$ cat src/rtl/crypto_bus_pkg.sv
// Shared encodings for the crypto core register bus: request opcodes,
// controller FSM states and the default bus data width.
package crypto_bus_pkg;

    localparam int DATA_W_DEF = 16;

    // Host request opcodes
    localparam logic [1:0] OP_MOVE = 2'b00;
    localparam logic [1:0] OP_LOAD = 2'b01;
    localparam logic [1:0] OP_READ = 2'b10;
    localparam logic [1:0] OP_RSVD = 2'b11;

    // Bus controller FSM states
    localparam logic [2:0] ST_IDLE     = 3'd0;
    localparam logic [2:0] ST_RD_ISSUE = 3'd1;
    localparam logic [2:0] ST_RD_CAPT  = 3'd2;
    localparam logic [2:0] ST_WR       = 3'd3;
    localparam logic [2:0] ST_SCRUB    = 3'd4;
    localparam logic [2:0] ST_RESP     = 3'd5;

    // True for the three opcodes the controller knows how to sequence.
    function automatic logic op_known(input logic [1:0] op);
        return (op != OP_RSVD);
    endfunction

endpackage

$ cat src/rtl/reg_rdata_mux.sv
// NUM_REGS:1 selector over the flattened register read-data bus.
module reg_rdata_mux
    import crypto_bus_pkg::*;
#(
    parameter int NUM_REGS = 8,
    parameter int DATA_W   = DATA_W_DEF,
    parameter int IDX_W    = $clog2(NUM_REGS)
) (
    input  logic [NUM_REGS*DATA_W-1:0] bus_rdata,
    input  logic [IDX_W-1:0]           sel,
    output logic [DATA_W-1:0]          data
);

    // Pick the addressed slot; an index with no slot behind it yields zero.
    always_comb begin
        data = {DATA_W{1'b0}};
        for (int i = 0; i < NUM_REGS; i++) begin
            data = (sel == IDX_W'(i)) ? bus_rdata[i*DATA_W +: DATA_W] : data;
        end
    end

endmodule

$ cat src/rtl/reg_bus_ctrl.sv
// Register-bus initiator for the crypto core register file. Sequences one
// host request (MOVE / LOAD / READ) at a time into one-hot send/save strobes.
// Optional feature: define REG_BUS_CTRL_SCRUB_EN to zero the source register
// after it has been consumed by a MOVE (src != dst) or a READ.
module reg_bus_ctrl
    import crypto_bus_pkg::*;
#(
    parameter int NUM_REGS = 8,
    parameter int DATA_W   = DATA_W_DEF,
    parameter int IDX_W    = $clog2(NUM_REGS)
) (
    input  logic                       clk,
    input  logic                       rst,
    input  logic                       req_valid,
    output logic                       req_ready,
    input  logic [1:0]                 req_op,
    input  logic [IDX_W-1:0]           req_src,
    input  logic [IDX_W-1:0]           req_dst,
    input  logic [DATA_W-1:0]          req_imm,
    output logic [NUM_REGS-1:0]        send_info_bus,
    output logic [NUM_REGS-1:0]        save_info_bus,
    output logic [DATA_W-1:0]          bus_wdata,
    input  logic [NUM_REGS*DATA_W-1:0] bus_rdata,
    output logic                       rsp_valid,
    output logic [DATA_W-1:0]          rsp_data,
    output logic                       rsp_err
);

    localparam logic [NUM_REGS-1:0] ONE_LSB = {{(NUM_REGS-1){1'b0}}, 1'b1};
    localparam logic [NUM_REGS-1:0] NO_REGS = {NUM_REGS{1'b0}};

    logic [2:0]          state_r;
    logic [2:0]          state_nxt_s;
    logic [1:0]          op_r;
    logic [IDX_W-1:0]    src_r;
    logic [IDX_W-1:0]    dst_r;
    logic                req_ready_r;
    logic [NUM_REGS-1:0] send_r;
    logic [NUM_REGS-1:0] save_r;
    logic [DATA_W-1:0]   wdata_r;
    logic                rsp_valid_r;
    logic [DATA_W-1:0]   rsp_data_r;
    logic                rsp_err_r;

    logic                accept_s;
    logic                req_bad_s;
    logic [NUM_REGS-1:0] req_src_oh_s;
    logic [NUM_REGS-1:0] req_dst_oh_s;
    logic [NUM_REGS-1:0] src_oh_s;
    logic [NUM_REGS-1:0] dst_oh_s;
    logic [NUM_REGS-1:0] send_nxt_s;
    logic [NUM_REGS-1:0] save_nxt_s;
    logic [DATA_W-1:0]   wdata_nxt_s;
    logic [DATA_W-1:0]   mux_data_s;

    // An index with no register behind it decodes to an all-zero one-hot,
    // which doubles as the out-of-range check.
    assign req_src_oh_s = ONE_LSB << req_src;
    assign req_dst_oh_s = ONE_LSB << req_dst;
    assign src_oh_s     = ONE_LSB << src_r;
    assign dst_oh_s     = ONE_LSB << dst_r;

    assign accept_s  = req_valid && req_ready_r;
    assign req_bad_s = !op_known(req_op) || (req_src_oh_s == NO_REGS) || (req_dst_oh_s == NO_REGS);

    reg_rdata_mux #(
        .NUM_REGS (NUM_REGS),
        .DATA_W   (DATA_W),
        .IDX_W    (IDX_W)
    ) u_rdata_mux (
        .bus_rdata (bus_rdata),
        .sel       (src_r),
        .data      (mux_data_s)
    );

    // Next-state sequencing of the accepted request.
    always_comb begin
        state_nxt_s = state_r;
        case (state_r)
            ST_IDLE: begin
                if (!accept_s) begin
                    state_nxt_s = ST_IDLE;
                end else if (req_bad_s) begin
                    state_nxt_s = ST_RESP;
                end else if (req_op == OP_LOAD) begin
                    state_nxt_s = ST_WR;
                end else begin
                    state_nxt_s = ST_RD_ISSUE;
                end
            end
            ST_RD_ISSUE: state_nxt_s = ST_RD_CAPT;
            ST_RD_CAPT: begin
                if (op_r == OP_MOVE) begin
                    state_nxt_s = ST_WR;
                end else begin
`ifdef REG_BUS_CTRL_SCRUB_EN
                    state_nxt_s = ST_SCRUB;
`else
                    state_nxt_s = ST_RESP;
`endif
                end
            end
            ST_WR: begin
`ifdef REG_BUS_CTRL_SCRUB_EN
                // Writing back onto itself leaves nothing to scrub.
                if ((op_r == OP_MOVE) && (src_r != dst_r)) begin
                    state_nxt_s = ST_SCRUB;
                end else begin
                    state_nxt_s = ST_RESP;
                end
`else
                state_nxt_s = ST_RESP;
`endif
            end
`ifdef REG_BUS_CTRL_SCRUB_EN
            ST_SCRUB: state_nxt_s = ST_RESP;
`endif
            ST_RESP: state_nxt_s = ST_IDLE;
            default: state_nxt_s = ST_IDLE;
        endcase
    end

    // Strobe and write-data values for the state being entered; the bus data
    // is driven to zero whenever no write is in progress.
    always_comb begin
        send_nxt_s  = NO_REGS;
        save_nxt_s  = NO_REGS;
        wdata_nxt_s = {DATA_W{1'b0}};
        case (state_nxt_s)
            ST_RD_ISSUE: send_nxt_s = req_src_oh_s;
            ST_WR: begin
                if (state_r == ST_IDLE) begin
                    save_nxt_s  = req_dst_oh_s;
                    wdata_nxt_s = req_imm;
                end else begin
                    save_nxt_s  = dst_oh_s;
                    wdata_nxt_s = mux_data_s;
                end
            end
`ifdef REG_BUS_CTRL_SCRUB_EN
            ST_SCRUB: save_nxt_s = src_oh_s;
`endif
            default: send_nxt_s = NO_REGS;
        endcase
    end

    // State, request capture, bus strobes and response registers.
    always_ff @(posedge clk) begin
        if (rst) begin
            state_r     <= ST_IDLE;
            op_r        <= OP_MOVE;
            src_r       <= {IDX_W{1'b0}};
            dst_r       <= {IDX_W{1'b0}};
            req_ready_r <= 1'b1;
            send_r      <= NO_REGS;
            save_r      <= NO_REGS;
            wdata_r     <= {DATA_W{1'b0}};
            rsp_valid_r <= 1'b0;
            rsp_data_r  <= {DATA_W{1'b0}};
            rsp_err_r   <= 1'b0;
        end else begin
            state_r     <= state_nxt_s;
            req_ready_r <= (state_nxt_s == ST_IDLE);
            send_r      <= send_nxt_s;
            save_r      <= save_nxt_s;
            wdata_r     <= wdata_nxt_s;
            rsp_valid_r <= (state_nxt_s == ST_RESP);
            // Only a rejected request jumps straight from IDLE to RESP.
            rsp_err_r   <= (state_nxt_s == ST_RESP) && (state_r == ST_IDLE);
            if (accept_s) begin
                op_r  <= req_op;
                src_r <= req_src;
                dst_r <= req_dst;
            end
            if ((state_r == ST_RD_CAPT) && (op_r == OP_READ)) begin
                rsp_data_r <= mux_data_s;
            end
        end
    end

    assign req_ready     = req_ready_r;
    assign send_info_bus = send_r;
    assign save_info_bus = save_r;
    assign bus_wdata     = wdata_r;
    assign rsp_valid     = rsp_valid_r;
    assign rsp_data      = rsp_data_r;
    assign rsp_err       = rsp_err_r;

endmodule

$ cat config.mk
export PLATFORM = sky130hd
export DESIGN_NAME = reg_bus_ctrl
export DESIGN_NICKNAME = d
export VERILOG_FILES = /design/src/rtl/crypto_bus_pkg.sv /design/src/rtl/reg_rdata_mux.sv /design/src/rtl/reg_bus_ctrl.sv
export SDC_FILE = /design/constraint.sdc
export NUM_CORES = 1
export LEC_CHECK = 0
export CAP_MARGIN = 20
export CORE_UTILIZATION = 41
export DETAILED_ROUTE_END_ITERATION = 8
export GPL_TIMING_DRIVEN = 0
export PLACE_DENSITY = 0.88
export RECOVER_POWER = 100
export SLEW_MARGIN = 40
export SYNTH_ARGS = -nofsm -noshare
export SYNTH_HDL_FRONTEND = slang
export SYNTH_SLANG_ARGS = --single-unit
export TNS_END_PERCENT = 10
$ cat constraint.sdc
create_clock -name clk -period 4.11 [get_ports clk]
set_input_delay 0.6165 -clock clk [delete_from_list [all_inputs] [get_ports clk]]
set_output_delay 0.6165 -clock clk [all_outputs]
set_load 0.005 [all_outputs]
# After elaboration in Yosys (flattened, before gate mapping)
# Index checks and enable logic that the tools add are counted.
[word_totals] inputBits=155 elab_cells=61 register_bits=62 output_inout_bits=51
[classes] shift=3 n_reduce_logical=14 n_bitwise=2 eq_ne=16 n_mux=15
[ops] operator="$mux W16" count=9
[ops] operator="$shl A1 B3 Y8 const A" count=3
[ops] operator="$logic_not A8 Y1" count=2
[ops] operator="$eq A3 B2 Y1 const B" count=5
[ops] operator="$eq A3 B3 Y1 const B" count=5
[ops] operator="$pmux W3 S4" count=1
[ops] operator="$eq A3 B1 Y1 const B" count=3
[ops] operator="$logic_not A3 Y1" count=3
[ops] operator="$mux W3" count=3
[ops] operator="$mux W8" count=1
[ops] operator="$reduce_or A2 Y1" count=2
[ops] operator="$logic_and A1 B1 Y1" count=3
[ops] operator="$eq A2 B1 Y1 const B" count=1
[ops] operator="$eq A2 B2 Y1 const B" count=1
[ops] operator="$logic_not A2 Y1" count=1
[ops] operator="$logic_or A1 B1 Y1" count=2
[ops] operator="$mux W2" count=1
[ops] operator="$ne A2 B2 Y1 const B" count=1
[ops] operator="$not A1 Y1" count=2
[ops] operator="$logic_not A1 Y1" count=1

# Logic depth before layout (Yosys ltp)
# Gate-level depths: netlist (run 1).
[depth] depth_word=10 ltp_mapped=6 mapped_depth_nobuf=4

# By module
# From an unflattened synthesis (run 1), not the netlist that was laid out.
[hier_totals] cells_unflattened=439 hier_area_um2=3728.6
[modules_own_cells] mod="reg_bus_ctrl" cells_each=250 area_per_inst_um2=2366.0 n_inst=1 seq_area_each_um2=1241.2
[modules_own_cells] mod="reg_rdata_mux" cells_each=189 area_per_inst_um2=1362.6 n_inst=1 seq_area_each_um2=0.0

# Worst setup path before layout (run 1)
# No wires, ideal clock.
[synth_timing] kind="flip-flop to flip-flop" startpoint="register src_r[0]" endpoint="register rsp_data_r[4] (netlist: rsp_data[4])" path_buffers=2 setup_ns=0.130 setup_slack_ns=2.462 required_ns=3.980 period_less_slack_ns=1.648 arrival_ns=1.519 path_stages_with_launch=7 cell_sequence="dfxtp_1 buf_6 buf_6 mux4_1 mux2_2 nor2_1 nor3_1"
[synth_via] elab_chain_len=9 word_cells_on_any_way=16 cone_classes="eq/ne (7); mux (8); reduce/logical (1)"
[synth_lines] element="from (decl)" line="reg_bus_ctrl.sv:35" text="logic [IDX_W-1:0] src_r;"
[synth_lines] element="from (signal assigned)" line="reg_bus_ctrl.sv:152" text="src_r <= {IDX_W{1'b0}};"
[synth_lines] element="from (signal assigned)" line="reg_bus_ctrl.sv:172" text="src_r <= req_src;"
[synth_lines] element="$logic_not A3 Y1" line="reg_rdata_mux.sv:18" text="data = (sel == IDX_W'(i)) ? bus_rdata[i*DATA_W +: DATA_W] : data;"
[synth_lines] element="$mux W16 (7 in series)" line="reg_rdata_mux.sv:18"
[synth_lines] element="$mux W16 (*)" line="reg_rdata_mux.sv:18"
[synth_lines] element="to (signal assigned)" line="reg_bus_ctrl.sv:159" text="rsp_data_r <= {DATA_W{1'b0}};"
[synth_lines] element="to (signal assigned)" line="reg_bus_ctrl.sv:176" text="rsp_data_r <= mux_data_s;"
[synth_lines] element="to (decl)" line="reg_bus_ctrl.sv:42" text="logic [DATA_W-1:0] rsp_data_r;"
# Mark *: on every way between the ends. The rest lies on a longest branch, timed or not.
# A chain may end at the register's enable or synchronous reset.

# Worst setup path after layout (run 1)
[layout_timing] startpoint="input req_valid" endpoint="register wdata_r[10] (netlist: bus_wdata[10])"
[layout_via] elab_chain_len=6
[layout_lines] element="from (decl)" line="reg_bus_ctrl.sv:14" text="input logic req_valid,"
[layout_lines] element="$logic_and A1 B1 Y1" line="reg_bus_ctrl.sv:63" text="assign accept_s = req_valid && req_ready_r;"
[layout_lines] element="$mux W3" line="reg_bus_ctrl.sv:81" text="if (!accept_s) begin"
[layout_lines] element="$pmux W3 S4" line="reg_bus_ctrl.sv:79" text="case (state_r)"
[layout_lines] element="$eq A3 B2 Y1" line="reg_bus_ctrl.sv:129" text="case (state_nxt_s)"
[layout_lines] element="$not A1 Y1 (no source line)"
[layout_lines] element="$reduce_or A2 Y1 (no source line)"
[layout_lines] element="to (signal assigned)" line="reg_bus_ctrl.sv:157" text="wdata_r <= {DATA_W{1'b0}};"
[layout_lines] element="to (signal assigned)" line="reg_bus_ctrl.sv:166" text="wdata_r <= wdata_nxt_s;"
[layout_lines] element="to (decl)" line="reg_bus_ctrl.sv:40" text="logic [DATA_W-1:0] wdata_r;"
# No other way between the ends.

==> results.cfg, run 1 <==
[run_status]
status = completed

[synthesis]
synth_cells = 328
ys_warn_count = 0
syn_avg_cell_area_um2 = 10.4
synthesis.area_um2 = 3410
synth.distinct_cells = 35
async_flop_share_pct = 0
syn_nets = 483
synth-main-ff-cell = dfxtp_1
synth_enable_flop_cells = 0
synth-seq-cells = 62
yosysSeqAreaShare_pct = 36.4

[floorplanning]
fp.dieW_um = 93.2
fp-row-count = 32
die_area_um2 = 8680
num_io_pins = 206
initial_utilization_pct = 43.2
core_area_um2 = 7890
die_y_um = 93.2

[sta]
hold_viol_final = 0
finClkSkew_ps = 5.78
tightest_slew_ps = 764
fin_crit_ps = 2470
tns_ps = 0
slew_violations = 0
slew_headroom_pct = 48.6
rsz0062_at_grt = false
finalSetupViolCount = 0
fin_crit_sh_pct = 60.1
fmax_mhz = 405

[cells_and_area]
final_area_um2 = 5630
layout_common_cells = 149 x clkdlybuf4s50_1, 68 x nor2_1, 62 x dfxtp_1
area_delta_synth_final_pct = 65.2
postLayoutCoreUtil_pct = 71.4
final_common_cell = clkdlybuf4s50_1
fin_nets = 695
insertedDiodeCount = 0
final_layout_size_suffix_gt1_share_pct = 9.02

[setup_path]
r2r_end = bus_wdata[10]
cp-startpoint = req_valid
required_ps = 4300
rrSetupSlack_ps = 1890
worstPathMaxFanout = 10
worstSetupEndpointType = flop
criticalPathCategory = in -> reg
rr_startpoint = state_r[0]
worst_setup_path_start_kind = input pin
cp.arrival_ps = 2660
reg2regPathDepth = 6

[clock_tree]
ctsHoldBuffers = 0
numCtsBuffers = 9
post_cts_resized = 0
cts_buffer_depth = 2
cts_root_buf = clkbuf_8
cts_tree = built
clk_pin_slew_ps = 60
cts_sinks = 62
clock_latency_ps = 330
post_cts_buffers = 0
htree_num_levels = 3

[grt]
grt_pass1_wl_mm = 17.2
grt_overflow_total = 0
use_met2_pct = 47.7
top_usage_layer = met2
use_met1_pct = 29.5
grt_start_max_net_pins = 11
grt_pass1_vias = 3541
antenna_found_initial = 0
track_usage_pct = 26.2
met3_usage_pct = 6.18

[worst_hold_path]
hold_path_end = op_r[0]
min_from = op_r[0]
hold_path.class = reg -> reg
hold_depth = 2

[run]
maxCapViolCount = 0

[placement]
dp_hpwl_mm = 9.31
place_area_um2 = 5550
portBuffers = 201
gp_congestion = 0.841

[power]
p_per_area_nw_per_um2 = 317
irDropWorstVdd_uv = 172
p_leak_nw = 2.18
power_mw = 1.78

[drt]
num_vias = 3400
first_pass_iters = 5
drc = 0
wirelength_mm = 11.2
avgViaCountPerCell = 5.27
dr.first_iter.drc_count = 159
antenna_left = 0
routedWlPerCell_um = 17.4
==> state kept, by name, summed over array words and instances (netlist names), 2 cells and up <==
register / cells
bus_wdata: 16
rsp_data: 16
save_info_bus: 8
send_info_bus: 8
dst_r: 3
src_r: 3
state_r: 3
op_r: 2
==> per-stage QoR <==
| step | worst slack (ps) | hold WS, ps | cells |
|---|---|---|---|
| 3_5_place_dp | 1920 | 473 | 631 |
| 6_report | 1640 | 486 | 645 |
| 2_1_floorplan | 2460 | 446 | 328 |
| 4_1_cts | 2220 | 484 | 645 |
| 3_3_place_gp | 1950 | 455 | 631 |
| 5_1_grt | 1520 | 501 | 645 |
==> cells in the mapped netlist (all sizes together) (3+ instances only) <==
master	number	area (µm²)
mux2	16	180
a21oi	16	80.1
clkbuf	12	47.6
nand4b	6	52.6
mux4	32	818
nand2b	3	18.8
nand4	3	18.8
nand3	4	20.0
dfxtp	62	1240
nor2	80	330
nand2	18	67.6
nor4b	3	26.3
nor3	37	257
buf	18	131
==> layer usage <==
metal | vias to the layer above | share of wire (%)
li1 | 1620 | -
met5 | - | 0
met1 | 1590 | 38
met4 | 0 | 2.6
met2 | 167 | 53
met3 | 23 | 6.4
==> worst max-delay path: stages <==
cell and delay (ps):
dlygate4sd3_1 590, nand3_1 160, nor3_1 90, o21ai_0 610
clkbuf_1 460, nor3_1 130
==> cell families (layout without fill, tap and decap cells) <==
family	after synthesis	after routing	synth area share, %
AOI/OAI and AO/OA	23	23	3.85
buffers and inverters	32	247	5.47
DFF	62	62	36.4
muxes	48	48	29.3
and+or+nand+nor	163	163	25.0
==> final cells by class <==
type	instances	area, µm²
Multi-Input combinational cell	234	1920
Clock buffer	10	138
Tap cell	102	128
Inverter	2	7.51
Timing Repair Buffer	201	2010
Buffer	30	160
Clock inverter	4	25.0
Fill cell	590	2260
Sequential cell	62	1240
==> worst max-delay path by stage <==
stage,end,slack (ps),cells past startpoint
2_1_floorplan,rsp_data[4],2460,6
3_3_place_gp,bus_wdata[0],1950,5
3_5_place_dp,rsp_data[8],1920,5
4_1_cts,rsp_data[8],2220,6
5_1_grt,bus_wdata[12],1520,6
6_report,bus_wdata[10],1640,6
==> power breakdown <==
part | total [mW] | switching [mW] | internal, mW
Sequential | 0.668 | 0.0235 | 0.645
Clock | 0.452 | 0.226 | 0.226
Combinational | 0.662 | 0.307 | 0.356
Total | 1.78 | 0.556 | 1.23
(Power assumes the default switching activity.)
==> run 2, diff against run 1 <==
--- a/config.mk
+++ b/config.mk
@@ -6,10 +6,10 @@
 export NUM_CORES = 1
 export LEC_CHECK = 0
 export CAP_MARGIN = 20
-export CORE_UTILIZATION = 41
+export CORE_UTILIZATION = 34
 export DETAILED_ROUTE_END_ITERATION = 8
 export GPL_TIMING_DRIVEN = 0
-export PLACE_DENSITY = 0.88
+export PLACE_DENSITY = 0.78
 export RECOVER_POWER = 100
 export SLEW_MARGIN = 40
 export SYNTH_ARGS = -nofsm -noshare
==> constraint.sdc (replaced) <==
create_clock -name clk -period 2 [get_ports clk]
set_input_delay 0.3 -clock clk [delete_from_list [all_inputs] [get_ports clk]]
set_output_delay 0.3 -clock clk [all_outputs]
set_load 0.005 [all_outputs]
==> results.cfg, run 2 (synthesis gave the netlist of run 1 again) <==
[cells_and_area]
layout_common_cells = 149 x clkdlybuf4s50_1, 69 x nor2_1, 62 x dfxtp_1
final_common_cell = clkdlybuf4s50_1
postLayoutCoreUtil_pct = 59.0
insertedDiodeCount = 0
area_delta_synth_final_pct = 68.4
final_layout_size_suffix_gt1_share_pct = 11.6
fillers = 857
fin_nets = 695

[sta]
finClkSkew_ps = 7.16
hold_viol_final = 0
rsz0062_at_grt = false
fmax_mhz = 525
tightest_slew_ps = 616
fin_crit_sh_pct = 95.2
tns_ps = 0
slew_headroom_pct = 58.6
fin_crit_ps = 1900
slew_violations = 0
finalSetupViolCount = 0

[power]
p_per_area_nw_per_um2 = 669
irDropWorstVdd_uv = 336
p_leak_nw = 2.21

[setup_path]
cp.arrival_ps = 2100
criticalPathCategory = reg -> reg
worstSetupEndpointType = flop
worstPathMaxFanout = 10
required_ps = 2200
worst_setup_path_start_kind = flop

[drt]
dr.first_iter.drc_count = 148
num_vias = 3361
routedWlPerCell_um = 16.3
antenna_left = 0
avgViaCountPerCell = 4.96
wirelength_mm = 11.0
drc = 0
first_pass_iters = 5

[floorplanning]
fp-row-count = 36
core_area_um2 = 9730
die_y_um = 102
fp.dieW_um = 102
num_io_pins = 206
die_area_um2 = 10400
initial_utilization_pct = 35.0

[placement]
portBuffers = 201
dp_hpwl_mm = 9.31
gp_congestion = 0.851

[clock_tree]
cts_tree = built
clock_latency_ps = 330
ctsHoldBuffers = 0
clk_pin_slew_ps = 70
cts_root_buf = clkbuf_8
post_cts_buffers = 0
post_cts_resized = 0
cts_buffer_depth = 2
htree_num_levels = 3
numCtsBuffers = 9
cts_sinks = 62

[worst_hold_path]
hold_path.class = in -> reg

[grt]
grt_start_max_net_pins = 13
track_usage_pct = 20.8
grt_pass1_wl_mm = 16.3
grt_pass1_vias = 3291
antenna_found_initial = 0
grt_overflow_total = 0

[run_status]
status = completed

[run]
maxCapViolCount = 0
-- run 2: area by class of cell --
type                    instances  area (µm²)  area share [%]
plain buffers                  30         179            3.12
multi-input cells             234        1940            33.7
repair buffers                201        2010            35.0
inverters                       2        7.51           0.131
well taps                     133         166            2.90
clock buffers                   9         124            2.16
flip-flops and latches         62        1240            21.6
clock inverters                 7        73.8            1.29
-- run 2: power by group --
part | total (mW) | switching (mW) | internal (mW) | leakage, nW
registers | 1.37 | 0.0458 | 1.32 | 0.502
logic | 1.40 | 0.649 | 0.747 | 1.62
clock network | 1.08 | 0.500 | 0.576 | 0.0879
total | 3.84 | 1.19 | 2.65 | 2.21
-- run 2: final timing paths --
path,depth (start not counted),from,end,slack (ps)
worst min-delay path,3,req_dst[1],dst_r[1],310
worst max-delay path,6,src_r[0],rsp_data[11],100
worst max register to register,6,src_r[0],rsp_data[11],100
worst min register to register,2,op_r[0],op_r[0],470
-- run 2: layer usage --
metal	routed length [µm]	GRT usage (%)
met4	248	6.92
met2	5660	36.7
met3	764	5.27
met5	0	0
met1	4380	24.7
-- run 2: critical path, cell delays in order, from the launching register on --
cell and delay (ps):
dfxtp_1 330, buf_6 140, buf_6 170, mux4_1 610, mux2_1 350, nor2_1 110, nor3_1 60
-- run 2: per-stage QoR --
step / power (mW) / setup WS [ps] / std cells / area (µm²) / hold slack [ps]
3_3_place_gp: 2.82 / 120 / 662 / 5590 / 455
3_5_place_dp: 2.86 / 101 / 662 / 5590 / 464
5_1_grt: 4.05 / 35.6 / 678 / 5740 / 319
2_1_floorplan: 2.22 / 352 / 328 / 3410 / 377
6_report: 3.84 / 95.3 / 678 / 5740 / 313
4_1_cts: 3.93 / 137 / 678 / 5780 / 300
